$ cat src/rtl/ym6045c_pkg.sv
// ---------------------------------------------------------------------------
// ym6045c_pkg: shared FSM states, owner codes and parameter defaults.
// Rev 1.0
// ---------------------------------------------------------------------------
`default_nettype none

package ym6045c_pkg;

  typedef enum logic [2:0] {
    Z_OWN = 3'd0,
    Z_REQ = 3'd1,
    M_OWN = 3'd2,
    B_REQ = 3'd3,
    B_OWN = 3'd4,
    B_REL = 3'd5
  } state_t;

  localparam logic [1:0] OWN_Z80   = 2'd0;
  localparam logic [1:0] OWN_M68K  = 2'd1;
  localparam logic [1:0] OWN_ZBANK = 2'd2;

  localparam int DEF_BANK_W   = 9;
  localparam int DEF_WAIT_CYC = 4;

endpackage

`default_nettype wire

$ cat src/rtl/ym6045c_bank_sr.sv
// ---------------------------------------------------------------------------
// ym6045c_bank_sr: serial-load bank register, new bit enters at the MSB.
// Rev 1.0
// ---------------------------------------------------------------------------
`default_nettype none

module ym6045c_bank_sr
  import ym6045c_pkg::*;
#(
  parameter int BANK_W = DEF_BANK_W
) (
  input  logic              clk,
  input  logic              rst_n,
  input  logic              wr,
  input  logic              d,
  output logic [BANK_W-1:0] q
);

  always_ff @(posedge clk or negedge rst_n) begin
    if (!rst_n) begin
      q <= '0;
    end else if (wr) begin
      q <= {d, q[BANK_W-1:1]};
    end
  end

endmodule

`default_nettype wire

$ cat src/rtl/ym6045c_zbus_arbiter.sv
// ---------------------------------------------------------------------------
// ym6045c_zbus_arbiter: Z80/68K bus ownership FSM with bank-window hold timer.
// Rev 1.0
// ---------------------------------------------------------------------------
`default_nettype none

module ym6045c_zbus_arbiter
  import ym6045c_pkg::*;
#(
  parameter int BANK_W   = DEF_BANK_W,
  parameter int WAIT_CYC = DEF_WAIT_CYC
) (
  input  logic              CLK,
  input  logic              RES_n,
  input  logic              m68k_busreq,
  input  logic              z_busack_n,
  input  logic              win_req,
  input  logic              z_bank_req,
  input  logic              m68k_bg_n,
  input  logic              bank_wr,
  input  logic              bank_d,
  output logic              z_busreq_n,
  output logic              m68k_br_n,
  output logic              m68k_bgack_n,
  output logic              win_ack,
  output logic              z_wait_n,
  output logic [BANK_W-1:0] bank,
  output logic [1:0]        owner
);

  localparam logic [2:0] CNT_LOAD = 3'(WAIT_CYC);

  state_t     state, state_nx;
  logic [2:0] cnt, cnt_nx;
  logic       run;
  logic       win_armed, win_armed_nx;
  logic       bank_armed, bank_armed_nx;
  logic       ack_nx;
  logic       busreq_n_nx, br_n_nx, bgack_n_nx, wait_n_nx;
  logic [1:0] owner_nx;

  // run gates the FSM so the first transition lands on the second edge after reset release
  always_ff @(posedge CLK or negedge RES_n) begin
    if (!RES_n) begin
      run          <= 1'b0;
      state        <= Z_OWN;
      cnt          <= 3'd0;
      win_armed    <= 1'b1;
      bank_armed   <= 1'b1;
      z_busreq_n   <= 1'b1;
      m68k_br_n    <= 1'b1;
      m68k_bgack_n <= 1'b1;
      win_ack      <= 1'b0;
      z_wait_n     <= 1'b1;
      owner        <= OWN_Z80;
    end else begin
      run <= 1'b1;
      if (run) begin
        state        <= state_nx;
        cnt          <= cnt_nx;
        win_armed    <= win_armed_nx;
        bank_armed   <= bank_armed_nx;
        z_busreq_n   <= busreq_n_nx;
        m68k_br_n    <= br_n_nx;
        m68k_bgack_n <= bgack_n_nx;
        win_ack      <= ack_nx;
        z_wait_n     <= wait_n_nx;
        owner        <= owner_nx;
      end
    end
  end

  always_comb begin
    state_nx      = state;
    cnt_nx        = cnt;
    ack_nx        = 1'b0;
    win_armed_nx  = win_armed;
    bank_armed_nx = bank_armed;
    if (!win_req)    win_armed_nx  = 1'b1;
    if (!z_bank_req) bank_armed_nx = 1'b1;
    case (state)
      Z_OWN: begin
        if (z_bank_req && bank_armed) state_nx = B_REQ;
        else if (m68k_busreq)         state_nx = Z_REQ;
      end
      Z_REQ: begin
        if (!z_busack_n)       state_nx = M_OWN;
        else if (!m68k_busreq) state_nx = Z_OWN;
      end
      M_OWN: begin
        ack_nx = win_req && win_armed && !win_ack;
        if (ack_nx) win_armed_nx = 1'b0;
        if (!m68k_busreq && !ack_nx && !win_ack) state_nx = Z_OWN;
      end
      B_REQ: begin
        if (!m68k_bg_n) begin
          state_nx = B_OWN;
          cnt_nx   = CNT_LOAD;
        end
      end
      B_OWN: begin
        if (cnt != 3'd0) cnt_nx = cnt - 3'd1;
        // leave as the count reaches zero so the grant is held exactly WAIT_CYC cycles
        if (cnt <= 3'd1) state_nx = B_REL;
      end
      B_REL: begin
        state_nx = Z_OWN;
        if (z_bank_req) bank_armed_nx = 1'b0;
      end
      default: state_nx = Z_OWN;
    endcase
  end

  always_comb begin
    busreq_n_nx = 1'b1;
    br_n_nx     = 1'b1;
    bgack_n_nx  = 1'b1;
    wait_n_nx   = 1'b1;
    owner_nx    = OWN_Z80;
    case (state_nx)
      Z_REQ: busreq_n_nx = 1'b0;
      M_OWN: begin
        busreq_n_nx = 1'b0;
        owner_nx    = OWN_M68K;
      end
      B_REQ: begin
        br_n_nx   = 1'b0;
        wait_n_nx = 1'b0;
      end
      B_OWN: begin
        br_n_nx    = 1'b0;
        bgack_n_nx = 1'b0;
        wait_n_nx  = 1'b0;
        owner_nx   = OWN_ZBANK;
      end
      default: ;
    endcase
  end

  ym6045c_bank_sr #(
    .BANK_W (BANK_W)
  ) u_bank_sr (
    .clk   (CLK),
    .rst_n (RES_n),
    .wr    (bank_wr),
    .d     (bank_d),
    .q     (bank)
  );

endmodule

`default_nettype wire

$ cat config.mk
export PLATFORM = sky130hd
export DESIGN_NAME = ym6045c_zbus_arbiter
export DESIGN_NICKNAME = d
export VERILOG_FILES = /design/src/rtl/ym6045c_pkg.sv /design/src/rtl/ym6045c_bank_sr.sv /design/src/rtl/ym6045c_zbus_arbiter.sv
export SDC_FILE = /design/constraint.sdc
export NUM_CORES = 1
export LEC_CHECK = 0
export CORE_UTILIZATION = 47
export CTS_BUF_LIST = sky130_fd_sc_hd__clkbuf_4 sky130_fd_sc_hd__clkbuf_8
export DETAILED_ROUTE_END_ITERATION = 10
export PLACE_DENSITY = 0.82
export SETUP_SLACK_MARGIN = 0.05
export SLEW_MARGIN = 0
export SYNTH_ARGS = -nofsm -noshare
export SYNTH_HDL_FRONTEND = slang
export SYNTH_SLANG_ARGS = --single-unit
$ cat constraint.sdc
create_clock -name CLK -period 1.9 [get_ports CLK]
set_input_delay 0.38 -clock CLK [delete_from_list [all_inputs] [get_ports CLK]]
set_output_delay 0.38 -clock CLK [all_outputs]
set_load 0.1 [all_outputs]
==> impl_metrics.env, run 1 <==
export IMPL_fin_worst_skew_ns=0.00145
export IMPL_cp_cell_sequence="or3b_4 -> nor2_4 -> a221oi_4 -> nand2b_4 -> a22o_1"
export IMPL_crit_arrival_ns=1.89
export IMPL_grt_pass1_wl_um=3910
export IMPL_clock_latency_ns=0.32
export IMPL_core_mm2=0.00230
export IMPL_hold_viol=0
export IMPL_start_util_pct=51.4
export IMPL_timing_final_ws_setup_ns=0.276
export IMPL_grt_total_usage_pct=20.2
export IMPL_required_ns=2.17
export IMPL_pre_cts_ws_ns=-0.0304
export IMPL_htreeDepth=1
export IMPL_rows=17
export IMPL_worstPathBufferInverterCount=0
export IMPL_cts_root_buf="clkbuf_4"
export IMPL_yosys_warnings=0
export IMPL_worst_path_max_fanout=9
export IMPL_ctsHoldBuffers=0
export IMPL_dpl_hpwl_um=1620
export IMPL_busiest_layer="met2"
export IMPL_synth_area_top_cells="dfrtp_1 40%, dfstp_2 11%, mux2_2 9.5%"
export IMPL_worst_pin_slew_ns=0.540
export IMPL_synth_seq_area_share_pct=51.4
export IMPL_r2r_start="state[1]"
export IMPL_chipWidth_um=52.1
export IMPL_ant_nets=0
export IMPL_gr_usage_met3_pct=3.22
export IMPL_cap_violations=0
export IMPL_critical_path_top_delay_family="simple AND/OR/NAND/NOR gates"
export IMPL_reg2reg_depth=5
export IMPL_setup_worst_path_end="z_wait_n"
export IMPL_overflow=0
export IMPL_r2r_slack_ns=0.28
export IMPL_cts_made_buffers=3
export IMPL_syn_cell_area_mm2=0.00118
export IMPL_drtIter0Drc=31
export IMPL_clockBufferDepth=2
export IMPL_cts_setup_buffers=0
export IMPL_regToRegEndpoint="z_wait_n"
export IMPL_syn_to_final_growth_pct=30.4
export IMPL_placed_cells=155
export IMPL_grt_max_degree=25
export IMPL_fmax_ghz=0.616
export IMPL_drv_slew=0
export IMPL_use_met1_pct=25.0
export IMPL_drt_vias_per_instance=5.48
export IMPL_stdcell_count=159
export IMPL_grtUsageMet2_pct=32.9
export IMPL_outcome="completed"
export IMPL_synth_cells=105
export IMPL_syn_nets=117
export IMPL_end_kind="flip-flop"
export IMPL_relSlewSlack_pct=63.7
export IMPL_hp_class="primary input to async pin"
export IMPL_path_class="flip-flop to flip-flop"
export IMPL_period_needed_ns=1.62
export IMPL_drc=0
export IMPL_dieArea_mm2=0.00272
export IMPL_synth_top_area_share_pct=40.3
export IMPL_mostFrequentLayoutCells="18 x dfrtp_1, 14 x buf_4, 10 x mux2_2, 8 x clkdlybuf4s50_1"
export IMPL_port_buffers=24
export IMPL_tritoncts="yes"
export IMPL_synth_seq_cells=24
export IMPL_cp_start_kind="flip-flop"
export IMPL_post_route_cells_drive_above_1_share_pct=35.9
export IMPL_diodes=0
export IMPL_synth_cell_types=37
export IMPL_clock_sinks=24
export IMPL_crit_cells=5
export IMPL_cts_resized=0
export IMPL_die_h_um=52.1
export IMPL_path_clk_slew_ns=0.14
export IMPL_final_nets=144
export IMPL_synth_area_leader_cell="dfrtp_1"
export IMPL_cp_slowest_cell="dfrtp_1"
export IMPL_finalSetupViolations=0
export IMPL_layout_commonest_cell="dfrtp_1"
export IMPL_rsz0062_at_grt="false"
export IMPL_wl_per_cell_um=14.5
export IMPL_crit_path_start="state[1]"
export IMPL_slowest_delay_ns=0.52
export IMPL_first_pass_iters=4
export IMPL_antenna_found_initial=0
export IMPL_gp_congestion=0.831
export IMPL_ios=25
export IMPL_wl_um=2300
export IMPL_synth_area_per_cell_um2=11.2
export IMPL_num_vias=872
export IMPL_grt_pass1_vias=846
export IMPL_min_period_over_period_pct=85.5
[final cells by class]
class / instances / area [µm²]
Clock buffer: 3 / 22.5
Clock inverter: 1 / 30.0
Fill cell: 168 / 757
Inverter: 7 / 26.3
Multi-Input combinational cell: 68 / 513
Sequential cell: 24 / 608
Tap cell: 28 / 35.0
Timing Repair Buffer: 28 / 305
[layer usage]
layer / share of wire [%] / up-vias
li1: - / 414
met1: 42 / 418
met2: 51 / 31
met3: 4.8 / 9
met4: 2.9 / 0
met5: 0 / -
[flip-flops by register name, indices dropped and copies added, names as in the netlist]
name / flops
z_busreq_n: 1
win_armed: 1
bank_armed: 1
z_wait_n: 1
u_bank_sr.q: 9
state: 3
owner: 2
m68k_bgack_n: 1
cnt: 3
win_ack: 1
run: 1
[Yosys cell counts (all sizes together)]
cell type / n
a2111oi: 1
a21oi: 6
a221oi: 1
a22o: 1
a31oi: 2
a41oi: 1
and2: 1
and2b: 2
buf: 3
clkbuf: 3
conb: 1
dfrtp: 19
dfstp: 5
ha: 3
inv: 7
mux2: 10
nand2: 7
nand2b: 2
nand3: 4
nand3b: 1
nor2: 7
nor3b: 1
nor4: 1
o21a: 1
o21ai: 9
o21bai: 1
o2bb2ai: 1
o31ai: 1
o32ai: 1
or3b: 1
xnor2: 1
[how the worst min path moves through the flow]
stage	start	to	slack, ns
detailed placement	win_armed	win_armed	0.49
floorplan	RES_n	cnt[0]	0.08
global route	RES_n	run	0.43
CTS	RES_n	owner[0]	0.40
global placement	win_armed	win_armed	0.48
finish	RES_n	cnt[1]	0.39
[logic make-up (layout without fill, tap and decap cells)]
| family | Yosys count | after routing | synth area share [%] |
|---|---|---|---|
| AND/OR/NAND/NOR | 27 | 27 | 13.5 |
| AO/OA/AOI/OAI | 26 | 26 | 16.2 |
| flip-flops | 24 | 24 | 51.4 |
| buffers and inverters | 13 | 39 | 5.19 |
| multiplexers | 10 | 10 | 9.53 |
| adder cells (fa/ha/maj) | 3 | 3 | 3.18 |
| other | 1 | 1 | 0.317 |
| XOR/XNOR | 1 | 1 | 0.742 |
[stage by stage]
step | util, % | hold slack (ns) | setup TNS [ns] | cell area (µm²)
2_1_floorplan | - | 0.0844 | 0 | 1180
3_3_place_gp | 64.8 | 0.479 | -0.00179 | 1490
3_5_place_dp | 64.8 | 0.493 | -0.0682 | 1490
4_1_cts | 67.0 | 0.401 | 0 | 1540
5_1_grt | 67.0 | 0.426 | 0 | 1540
6_report | 67.0 | 0.391 | 0 | 1540
Power of run 1 is not shown: default switching activity piles up to over one toggle a cycle in this logic, so the estimate is an artifact.
==> run 2, diff against run 1 <==
--- a/config.mk
+++ b/config.mk
@@ -5,6 +5,7 @@
 export SDC_FILE = /design/constraint.sdc
 export NUM_CORES = 1
 export LEC_CHECK = 0
+export CORE_MARGIN = 2
 export CORE_UTILIZATION = 47
 export CTS_BUF_LIST = sky130_fd_sc_hd__clkbuf_4 sky130_fd_sc_hd__clkbuf_8
 export DETAILED_ROUTE_END_ITERATION = 10
==> impl_metrics.env, run 2 (synthesized netlist as in run 1, its figures left out) <==
export IMPL_fin_worst_skew_ns=0.00526
export IMPL_final_cell_area_mm2=0.00154
export IMPL_required_ns=2.15
export IMPL_overflow=0
export IMPL_start_util_pct=48.6
export IMPL_tritoncts="yes"
export IMPL_timing_final_ws_setup_ns=0.257
export IMPL_min_period_over_period_pct=86.5
export IMPL_cp_start_kind="flip-flop"
export IMPL_grt_total_usage_pct=18.1
export IMPL_cts_made_buffers=3
export IMPL_syn_to_final_growth_pct=30.6
export IMPL_dpl_hpwl_um=1710
export IMPL_cts_root_buf="clkbuf_4"
export IMPL_post_route_cells_drive_above_1_share_pct=35.9
export IMPL_die_h_um=54.1
export IMPL_pre_cts_ws_ns=-0.0751
export IMPL_cts_resized=0
export IMPL_reg2reg_depth=5
export IMPL_core_mm2=0.00243
export IMPL_ant_nets=0
export IMPL_drc=0
export IMPL_wl_um=2290
export IMPL_worst_path_max_fanout=9
export IMPL_cap_violations=0
export IMPL_num_vias=856
export IMPL_worst_pin_slew_ns=0.512
export IMPL_clockBufferDepth=2
export IMPL_top_regs="u_bank_sr.q x9, cnt x3, state x3"
export IMPL_antenna_found_initial=0
export IMPL_dieArea_mm2=0.00293
export IMPL_drtIter0Drc=18
export IMPL_layout_commonest_cell="dfrtp_1"
export IMPL_hp_class="primary input to async pin"
export IMPL_drv_slew=0
export IMPL_htreeDepth=1
export IMPL_mostFrequentLayoutCells="18 x dfrtp_1, 14 x buf_4, 10 x mux2_2, 8 x clkdlybuf4s50_1"
export IMPL_grt_pass1_vias=779
export IMPL_crit_arrival_ns=1.89
export IMPL_clock_sinks=24
export IMPL_fmax_ghz=0.608
export IMPL_period_needed_ns=1.64
export IMPL_largest_register_ffs=9
export IMPL_cts_setup_buffers=0
export IMPL_path_class="flip-flop to flip-flop"
export IMPL_wl_per_cell_um=14.2
export IMPL_outcome="completed"
export IMPL_port_buffers=24
export IMPL_gp_congestion=0.820
export IMPL_diodes=0
export IMPL_relSlewSlack_pct=65.5
export IMPL_ctsHoldBuffers=0
export IMPL_final_util_pct=63.4
export IMPL_final_nets=144
export IMPL_finalSetupViolations=0
export IMPL_rsz0062_at_grt="false"
export IMPL_drt_vias_per_instance=5.32
export IMPL_regMostFlops="u_bank_sr.q"
export IMPL_grt_pass1_wl_um=3730
export IMPL_ios=25
export IMPL_dpl_cell_area_mm2=0.00149
export IMPL_grt_max_degree=25
export IMPL_first_pass_iters=4
export IMPL_rows=18
export IMPL_hold_viol=0
export IMPL_clock_latency_ns=0.33
export IMPL_end_kind="flip-flop"
export IMPL_path_clk_slew_ns=0.13
export IMPL_chipWidth_um=54.1
[run 2: cell counts in the layout (fill, tap and decap cells not counted)]
No cell type changed its count.
[run 2: per-stage QoR]
stage	setup TNS (ns)	instances	hold slack, ns
after floorplan	0	105	0.0844
after global placement	-0.0260	157	0.481
after detailed placement	-0.208	157	0.497
after CTS	0	161	0.396
after global routing	0	161	0.417
final	0	161	0.383
[run 2: routing by layer]
layer  GRT usage [%]  wire [µm]  vias up
li1                -          -      414
met1            24.0       1030      421
met2            27.7       1150       16
met3            2.50         57        5
met4            11.3         60        0
met5               0          0        -
[run 2: final timing paths]
kind | from | to | slack, ns
setup / recovery | state[1] | cnt[2] | 0.26
hold / removal | RES_n | cnt[1] | 0.38
setup reg to reg | state[1] | cnt[2] | 0.26
hold reg to reg | win_armed | win_armed | 0.51
max in group asynchronous | RES_n | win_armed | 1.23
min in group CLK | win_armed | win_armed | 0.51
[run 2: cell type report]
cell class / count / area (µm²)
Fill cell: 190 / 890
Sequential cell: 24 / 608
Multi-Input combinational cell: 68 / 513
Timing Repair Buffer: 28 / 305
Tap cell: 30 / 37.5
Clock inverter: 1 / 30.0
Inverter: 7 / 26.3
Clock buffer: 3 / 22.5
[run 2: worst max-delay path: stages (launching register included)]
cell	delay, ns
dfrtp_1	0.52
nor3b_2	0.35
o21ai_1	0.14
a21oi_2	0.26
a21oi_1	0.12
a41oi_1	0.18
Power of run 2 is left out for the same reason.
